File: src/rtl/shifter_pkg.sv
// Shared definitions for the sequential right shifter.
// Contents:
//   state_t      - controller states (IDLE, SHIFT, DONE)
//   clog2()      - constant ceil(log2) used to size the shift-amount port
//   FILL_LOGICAL - mode encoding: vacated MSBs are filled with zero
//   FILL_ARITH   - mode encoding: vacated MSBs replicate the sign bit
package shifter_pkg;

    typedef enum logic [1:0] {
        IDLE  = 2'd0,
        SHIFT = 2'd1,
        DONE  = 2'd2
    } state_t;

    localparam logic FILL_LOGICAL = 1'b0;
    localparam logic FILL_ARITH   = 1'b1;

    // Smallest r with 2**r >= v; clog2(1) = 0.
    function automatic int clog2(input int v);
        int r;
        r = 0;
        for (int i = 0; i < 31; i++) begin
            if ((1 << i) < v) begin
                r = i + 1;
            end
        end
        return r;
    endfunction

endpackage

File: src/rtl/seq_right_shifter_if.sv
// Request/result bundle of the sequential right shifter.
// Handshake: a request is taken when start=1 at a rising edge while the
// block is idle (busy=0); start while busy=1 is dropped. Completion is the
// one-cycle done pulse; Q/sticky/shift_out are final while done=1 and are
// held afterwards until the next accepted request.
// Signals:
//   start, D, amt, arith       - request (master -> slave)
//   Q, busy, done, sticky,
//   shift_out                  - result/status (slave -> master)
interface seq_right_shifter_if
    import shifter_pkg::*;
#(
    parameter int WIDTH = 4,
    parameter int AMT_W = clog2(WIDTH) + 1
);
    logic             start;
    logic [WIDTH-1:0] D;
    logic [AMT_W-1:0] amt;
    logic             arith;
    logic [WIDTH-1:0] Q;
    logic             busy;
    logic             done;
    logic             sticky;
    logic             shift_out;

    modport master (
        output start, D, amt, arith,
        input  Q, busy, done, sticky, shift_out
    );

    modport slave (
        input  start, D, amt, arith,
        output Q, busy, done, sticky, shift_out
    );
endinterface

File: src/rtl/seq_right_shifter.sv
// Sequential right shifter: divides a word by 2^n, one bit position per
// clock, with zero fill (logical) or sign fill (arithmetic). Reports the
// last bit shifted out and a sticky OR of all bits shifted out.
// Ports:
//   clk        - rising-edge clock
//   rst        - synchronous, active-high reset
//   bus        - request/result bundle (slave side)
//   state_dbg  - current controller state, for observation only
module seq_right_shifter
    import shifter_pkg::*;
#(
    parameter int WIDTH = 4,
    parameter int AMT_W = clog2(WIDTH) + 1
) (
    input  logic                 clk,
    input  logic                 rst,
    seq_right_shifter_if.slave   bus,
    output state_t               state_dbg
);

    state_t           state_q, state_d;
    logic [WIDTH-1:0] q_q, q_d;
    logic [AMT_W-1:0] cnt_q, cnt_d;
    logic             mode_q, mode_d;
    logic             sticky_q, sticky_d;
    logic             shift_out_q, shift_out_d;
    logic             busy_q, busy_d;
    logic             done_q, done_d;

    logic [AMT_W-1:0] amt_sat;
    logic             fill;

    // Shifting more than WIDTH places cannot change the result any further,
    // so the count saturates at WIDTH.
    assign amt_sat = (bus.amt > AMT_W'(WIDTH)) ? AMT_W'(WIDTH) : bus.amt;
    assign fill    = (mode_q == FILL_ARITH) ? q_q[WIDTH-1] : 1'b0;

    always_comb begin
        state_d     = state_q;
        q_d         = q_q;
        cnt_d       = cnt_q;
        mode_d      = mode_q;
        sticky_d    = sticky_q;
        shift_out_d = shift_out_q;

        case (state_q)
            IDLE: begin
                if (bus.start) begin
                    q_d         = bus.D;
                    cnt_d       = amt_sat;
                    mode_d      = bus.arith ? FILL_ARITH : FILL_LOGICAL;
                    sticky_d    = 1'b0;
                    shift_out_d = 1'b0;
                    state_d     = (amt_sat == '0) ? DONE : SHIFT;
                end
            end
            SHIFT: begin
                q_d         = {fill, q_q[WIDTH-1:1]};
                shift_out_d = q_q[0];
                sticky_d    = sticky_q | q_q[0];
                cnt_d       = cnt_q - AMT_W'(1);
                if (cnt_q == AMT_W'(1)) begin
                    state_d = DONE;
                end
            end
            DONE: begin
                state_d = IDLE;
            end
            default: begin
                state_d = IDLE;
            end
        endcase

        // Status flags are decoded from the next state so they come
        // straight out of flops, aligned with the state they describe.
        busy_d = (state_d != IDLE);
        done_d = (state_d == DONE);
    end

    always_ff @(posedge clk) begin
        if (rst) begin
            state_q     <= IDLE;
            q_q         <= '0;
            cnt_q       <= '0;
            mode_q      <= FILL_LOGICAL;
            sticky_q    <= 1'b0;
            shift_out_q <= 1'b0;
            busy_q      <= 1'b0;
            done_q      <= 1'b0;
        end else begin
            state_q     <= state_d;
            q_q         <= q_d;
            cnt_q       <= cnt_d;
            mode_q      <= mode_d;
            sticky_q    <= sticky_d;
            shift_out_q <= shift_out_d;
            busy_q      <= busy_d;
            done_q      <= done_d;
        end
    end

    assign bus.Q         = q_q;
    assign bus.busy      = busy_q;
    assign bus.done      = done_q;
    assign bus.sticky    = sticky_q;
    assign bus.shift_out = shift_out_q;
    assign state_dbg     = state_q;

endmodule

File: src/flat_wrapper.sv
// flat-port wrapper written by rule: the top's interface ports become plain ports
module seq_right_shifter_flat import shifter_pkg::*;
#(
    parameter int WIDTH = 4,
    parameter int AMT_W = clog2(WIDTH) + 1
)
  (clk, rst, state_dbg, bus_start, bus_D, bus_amt, bus_arith, bus_Q, bus_busy, bus_done, bus_sticky, bus_shift_out);
  seq_right_shifter_if #(.WIDTH(WIDTH), .AMT_W(AMT_W)) bus_i ();
  input  logic clk;
  input  logic rst;
  output state_t state_dbg;
  input wire logic [$bits(bus_i.start)-1:0] bus_start;
  input wire logic [$bits(bus_i.D)-1:0] bus_D;
  input wire logic [$bits(bus_i.amt)-1:0] bus_amt;
  input wire logic [$bits(bus_i.arith)-1:0] bus_arith;
  output wire logic [$bits(bus_i.Q)-1:0] bus_Q;
  output wire logic [$bits(bus_i.busy)-1:0] bus_busy;
  output wire logic [$bits(bus_i.done)-1:0] bus_done;
  output wire logic [$bits(bus_i.sticky)-1:0] bus_sticky;
  output wire logic [$bits(bus_i.shift_out)-1:0] bus_shift_out;
  assign bus_i.start = bus_start;
  assign bus_i.D = bus_D;
  assign bus_i.amt = bus_amt;
  assign bus_i.arith = bus_arith;
  assign bus_Q = bus_i.Q;
  assign bus_busy = bus_i.busy;
  assign bus_done = bus_i.done;
  assign bus_sticky = bus_i.sticky;
  assign bus_shift_out = bus_i.shift_out;
  seq_right_shifter #(.WIDTH(WIDTH), .AMT_W(AMT_W)) u_core (.clk(clk), .rst(rst), .bus(bus_i), .state_dbg(state_dbg));
endmodule
File: config.mk
export PLATFORM = sky130hd
export DESIGN_NAME = seq_right_shifter_flat
export DESIGN_NICKNAME = d
export VERILOG_FILES = /design/src/rtl/shifter_pkg.sv /design/src/rtl/seq_right_shifter_if.sv /design/src/rtl/seq_right_shifter.sv /design/src/flat_wrapper.sv
export SDC_FILE = /design/constraint.sdc
export NUM_CORES = 1
export LEC_CHECK = 0
export ABC_CLOCK_PERIOD_IN_PS = 1900
export CAP_MARGIN = 40
export CORE_UTILIZATION = 40
export CTS_CLUSTER_DIAMETER = 60
export DETAILED_ROUTE_END_ITERATION = 16
export PLACE_DENSITY_LB_ADDON = 0.2
export SKIP_LAST_GASP = 1
export SLEW_MARGIN = 0
export SYNTH_ARGS = -nofsm -noshare
export SYNTH_HDL_FRONTEND = slang
export SYNTH_SLANG_ARGS = --single-unit
export TNS_END_PERCENT = 10
File: constraint.sdc
create_clock -name clk -period 1.9 [get_ports clk]
set_input_delay 0.38 -clock clk [delete_from_list [all_inputs] [get_ports clk]]
set_output_delay 0.38 -clock clk [all_outputs]
set_load 0.03 [all_outputs]
# Word level (Yosys, flattened, before mapping)
# Cells that the tools add are included.
# classes
add_sub_neg,1
n_lt_le_gt_ge,1
eq_ne,5
n_mux,14
n_bitwise,1
n_reduce_logical,7
# op_table
op,count
4-bit case mux with 2 select lines,1
2-bit two-way mux,3
3-bit two-way mux,2
3-bit case mux with 2 select lines,1
4-bit two-way mux,1
"2-bit inequality test, second input constant",2
1-bit case mux with 2 select lines,2
2-bit case mux with 2 select lines,1
2-bit AND reduction,2
2-bit nonzero test,2
"3-bit by 1-bit == test with 1-bit output, second input constant",1
"3-bit greater-than comparator, second input constant",1
3-bit zero test,1
1-bit two-way mux,3
3-bit AND reduction,1
"3-bit by 1-bit subtractor with 3-bit output, second input constant",1
"2-bit by 1-bit == test with 1-bit output, second input constant",1
"2-bit == test, second input constant",1
2-bit zero test,1
1-bit OR,1
# totals
regBits,14
in_bits,11
output_inout_bits,10
wordCells,38

# Logic depth before layout (Yosys ltp)
# Gate-level depths: netlist (run 1).
# depth
depth_word,7
mapped_depth,5
mapped_depth_nobuf,5

# Worst setup path after synthesis (run 1)
# No wires, ideal clock.
# synth_timing
kind,register to register
startpoint,"reg u_core.state_q[0], in the netlist u_core.state_dbg[0]"
endpoint,reg u_core.cnt_q[2]
setup_ps,118
t_arrival_ps,1129
t_required_ps,1782
setup_slack_ps,653
stages_incl_launch_ff,4
n_path_buf,0
synth_period_minus_slack_ps,1247
path_cell_list,dfxtp_1 nand2b_2 a21oi_1 o2111a_1
# synth_between
elab_chain_len,3
word_cells_on_any_way,6
classes_between,eq/ne (2); mux (1); reduce/logical (3)
# synth_rtl
element,line_no,source
"start, declared",seq_right_shifter.sv:21,"state_t state_q, state_d;"
"start signal, assigned",seq_right_shifter.sv:91,state_q <= state_d;
2-bit by 1-bit == test with 1-bit output / 2-bit zero test (equally long branches),seq_right_shifter.sv:46,case (state_q)
2-bit nonzero test (no line) / 2-bit inequality test (equally long branches),-,
2-bit AND reduction (no line),-,
"end signal, assigned",seq_right_shifter.sv:93,cnt_q <= cnt_d;
"end, declared",seq_right_shifter.sv:23,"logic [AMT_W-1:0] cnt_q, cnt_d;"
# Parallel ways exist; a longest one is shown, timed or not.
# A chain may end at the register's enable or synchronous reset.

# Worst setup path after layout (run 1)
# layout_timing
startpoint,"reg u_core.q_q[3], in the netlist u_core.bus.Q[3]"
endpoint,out bus_Q[3]
# layout_lines
element,line_no,source
"start, declared",seq_right_shifter.sv:22,"logic [WIDTH-1:0] q_q, q_d;"
"start signal, assigned",seq_right_shifter.sv:92,q_q <= q_d;
"end, declared",flat_wrapper.sv:16,output wire logic [$bits(bus_i.Q)-1:0] bus_Q;
# No word-level cell between the ends.

==> run_results.csv, run 1 <==
group,metric,value,unit
outcome,status,"finished, violations left",
outcome,violations,"design-rule violations",
cts,clockBufferDepth,2,
setup_path,crit_buf_inv,1,
min_path,hp-start,"u_core.bus.shift_out$_SDFFE_PP0P_",
setup_path,critPathLaunchType,"register",
placement,post-place-ws,0.2450,ns
cells_and_area,antenna_cells,0,
floorplan,num_io_pins,21,
yosys,syn_avg_cell_area,8.790,µm²
setup_path,crit_start,"u_core.bus.Q[3]$_SDFFE_PP0P_",
routing,vias_per_cell,5.504,
power_and_ir_drop,comb_power_share,27.2,%
routing,remaining_drc_errors,2,
setup_path,crit_family,"buffers and inverters",
min_path,holdPathStages,2,
setup_path,reg2reg_depth,5,
job,cap_viol_max_count,0,
min_path,min_to,"u_core.bus.shift_out$_SDFFE_PP0P_",
power_and_ir_drop,power.switching,0.2323,mW
sta,timing.hold.ws,0.4763,ns
setup_path,arrival,1.37,ns
power_and_ir_drop,switching_share,30.28,%
sta,finClkSkew,0.005667,ns
power_and_ir_drop,internal_power,0.5350,mW
sta,finalHoldViolCount,0,
global_routing,grt_overflow,0,
floorplan,die_h,43.40,µm
cts,clock_sinks,14,
cells_and_area,layout.cells.non_filler,117,
cts,tritoncts,"yes",
cells_and_area,finalNetCount,115,
yosys,yosysWarnings,0,
sta,post-route-period-util,92.14,%
routing,drt_iter0_markers,12,
cts,path_clk_slew,0.08,ns
floorplan,die_w,43.40,µm
power_and_ir_drop,p_per_area,822.1,nW/µm²
power_and_ir_drop,seq_power_share,44.0,%
sta,period_minus_slack,1.751,ns
routing,vias,644,
floorplan,die-area,1884,µm²
yosys,synth_area,685.7,µm²
routing,drtPass1Iterations,12,
sta,rsz0062_at_grt,"false",
power_and_ir_drop,power.total,0.7674,mW
sta,max_slew_margin,79.32,%
setup_path,required,1.52,ns
cts,cts-root-buf,"clkbuf_4",
sta,fin_tns_setup,0,ns
floorplan,core,1559,µm²
cts,ctsHoldBuffers,0,
setup_path,cp_cell_sequence,"clkdlybuf4s50_1",
floorplan,rows,14,
cells_and_area,fin_util,59.87,%
yosys,ys_ff_latch,14,
power_and_ir_drop,p_leak,0.3647,nW
yosys,synth_nets,91,
routing,drt-total-wl,1544,µm
yosys,synth_cells,78,
setup_path,cpPeakStageDelay,0.70,ns
cells_and_area,drive_gt1_share,10.89,%
cts,cts_made_buffers,3,
setup_path,crit_fanout,4,
placement,dp_hpwl,1093,µm
cells_and_area,syn_to_final_growth,36.13,%
placement,numPortBuffers,20,
cells_and_area,fin_area,933.4,µm²
placement,placed_area,897.1,µm²
sta,maxSlewViolCount,0,
setup_path,criticalPathCategory,"reg2out",
power_and_ir_drop,p_clk_share,28.8,%
sta,tightest_slew,0.3092,ns
global_routing,antenna_found_initial,0,
global_routing,track_usage,17.87,%
yosys,ys_seq_area_share,40.88,%
sta,setup_viol_count_final,0,
placement,place_congestion,0.7856,
placement,dp.cells,113,
routing,wl_per_cell,13.20,µm
setup_path,slowest_stage,"clkdlybuf4s50_1",
setup_path,rrSetupSlack,0.71,ns
cts,cts_max_level,1,
global_routing,grt_pass1_wl,2511,µm
sta,fmax,571.2,MHz
yosys,synth.distinct_cells,31,
floorplan,start_util,43.98,%
setup_path,reg2reg_to,"u_core.cnt_q[1]$_SDFFE_PP0P_",
cts,cts_resized,0,
min_path,hp-class,"reg2reg",
global_routing,grt_max_degree,17,
sta,layout_setup_ws,0.1493,ns
setup_path,worstReg2RegStart,"u_core.cnt_q[0]$_SDFFE_PP0P_",
setup_path,crit_path_end_kind,"primary output",
cts,postCtsSetupBuffers,0,
routing,postRouteAntennaNets,0,
power_and_ir_drop,irDropWorstVdd,0.4091,mV
global_routing,grt_pass1_vias,593,
cts,insertion_delay,0.29,ns
-- cell families after synthesis --
| group | Yosys count | share of synthesized area, % |
|---|---|---|
| multiplexers | 1 | 1.460 |
| flip-flops | 14 | 40.88 |
| AND/OR/NAND/NOR | 25 | 21.17 |
| adder cells (fa/ha/maj) | 2 | 3.649 |
| AO/OA/AOI/OAI | 26 | 25.00 |
| buffers and inverters | 10 | 7.845 |
-- registers in the layout, summed over array words and instances, names as in the netlist --
| name | count |
|---|---|
| u_core.bus.Q | 4 |
| u_core.state_dbg | 2 |
| u_core.bus.done | 1 |
| u_core.bus.busy | 1 |
| u_core.bus.sticky | 1 |
| u_core.mode_q | 1 |
| u_core.bus.shift_out | 1 |
| u_core.cnt_q | 3 |
-- worst max path at each step --
| stage | endpoint | cells past startpoint |
|---|---|---|
| after floorplan | u_core.cnt_q[2]$_SDFFE_PP0P_ | 3 |
| final | bus_Q[3] | 1 |
| after global placement | u_core.mode_q$_SDFFE_PP0P_ | 4 |
| after detailed placement | u_core.cnt_q[0]$_SDFFE_PP0P_ | 4 |
| after global routing | bus_Q[3] | 1 |
| after CTS | bus_Q[3] | 1 |
-- power by group through the flow --
stage,sequential (mW),combinational [mW],clock (mW)
floorplan,0.378,0.0981,0
global placement,0.343,0.204,0
detailed placement,0.344,0.209,0
CTS,0.338,0.209,0.220
global route,0.341,0.226,0.229
finish,0.337,0.209,0.221
-- layer usage --
metal	part of all wire (%)	GRT usage (%)
met1	45	22.51
met2	48	29.39
met3	5.6	2.917
met4	1.5	9.375
met5	0	0
-- worst register-to-register path, cell delays in order (launching register included) --
cell	delay, ns
dfxtp_1	0.40
inv_1	0.09
ha_1	0.30
nand2_1	0.07
o21ai_1	0.07
a211oi_2	0.21
-- placed cells by master, fill, tap and decap left out, types with 2 or more instances in the layout --
| master | Yosys | routed |
|---|---|---|
| clkdlybuf4s50_1 | 0 | 20 |
| dfxtp_1 | 14 | 14 |
| a21oi_1 | 6 | 6 |
| o21ai_0 | 6 | 6 |
| inv_1 | 5 | 5 |
| nor2_1 | 5 | 5 |
| nor3_1 | 5 | 5 |
| nor2b_1 | 4 | 4 |
| nand2_1 | 3 | 3 |
| o22ai_1 | 3 | 3 |
| clkbuf_4 | 0 | 3 |
| buf_4 | 0 | 3 |
| o21ai_1 | 2 | 2 |
| nand2b_1 | 2 | 2 |
| a2bb2oi_1 | 2 | 2 |
| ha_1 | 2 | 2 |
-- cells in the mapped netlist --
library cell   n  area [µm²]
a211oi_1       1       7.510
a211oi_2       1       12.51
a21o_1         1       7.510
a21oi_1        6       30.03
a221o_1        1       10.01
a2bb2oi_1      2       17.52
a31oi_1        1       6.260
buf_2          1       5.000
buf_6          2       22.52
clkbuf_1       1       3.750
dfxtp_1       14       280.3
ha_1           2       25.02
inv_1          5       18.77
inv_2          1       3.750
mux2i_1        1       10.01
nand2_1        3       11.26
nand2b_1       2       12.51
nand2b_2       1       8.760
nand3b_1       1       7.510
nand4_1        1       6.260
nor2_1         5       18.77
nor2b_1        4       25.02
nor3_1         5       25.02
nor3b_1        1       7.510
nor3b_2        1       12.51
nor4bb_1       1       10.01
o2111a_1       1       11.26
o21ai_0        6       30.03
o21ai_1        2       10.01
o21ba_1        1       10.01
o22ai_1        3       18.77
-- area by class of cell --
| class | count | area, µm² |
|---|---|---|
| fill | 143 | 625.6 |
| multi-input combinational | 54 | 351.6 |
| sequential | 14 | 280.3 |
| timing repair buffer | 23 | 222.7 |
| clock buffer | 4 | 36.28 |
| inverter | 6 | 22.52 |
| tap | 16 | 20.02 |
No activity file was read; power rests on OpenSTA's default activity.
==> inputs of run 2 (changes only) <==
Settings changed: GPL_ROUTABILITY_DRIVEN set to 0.
==> results of run 2 <==
The final DEF is identical to that of run 1; final timing and power are the same.
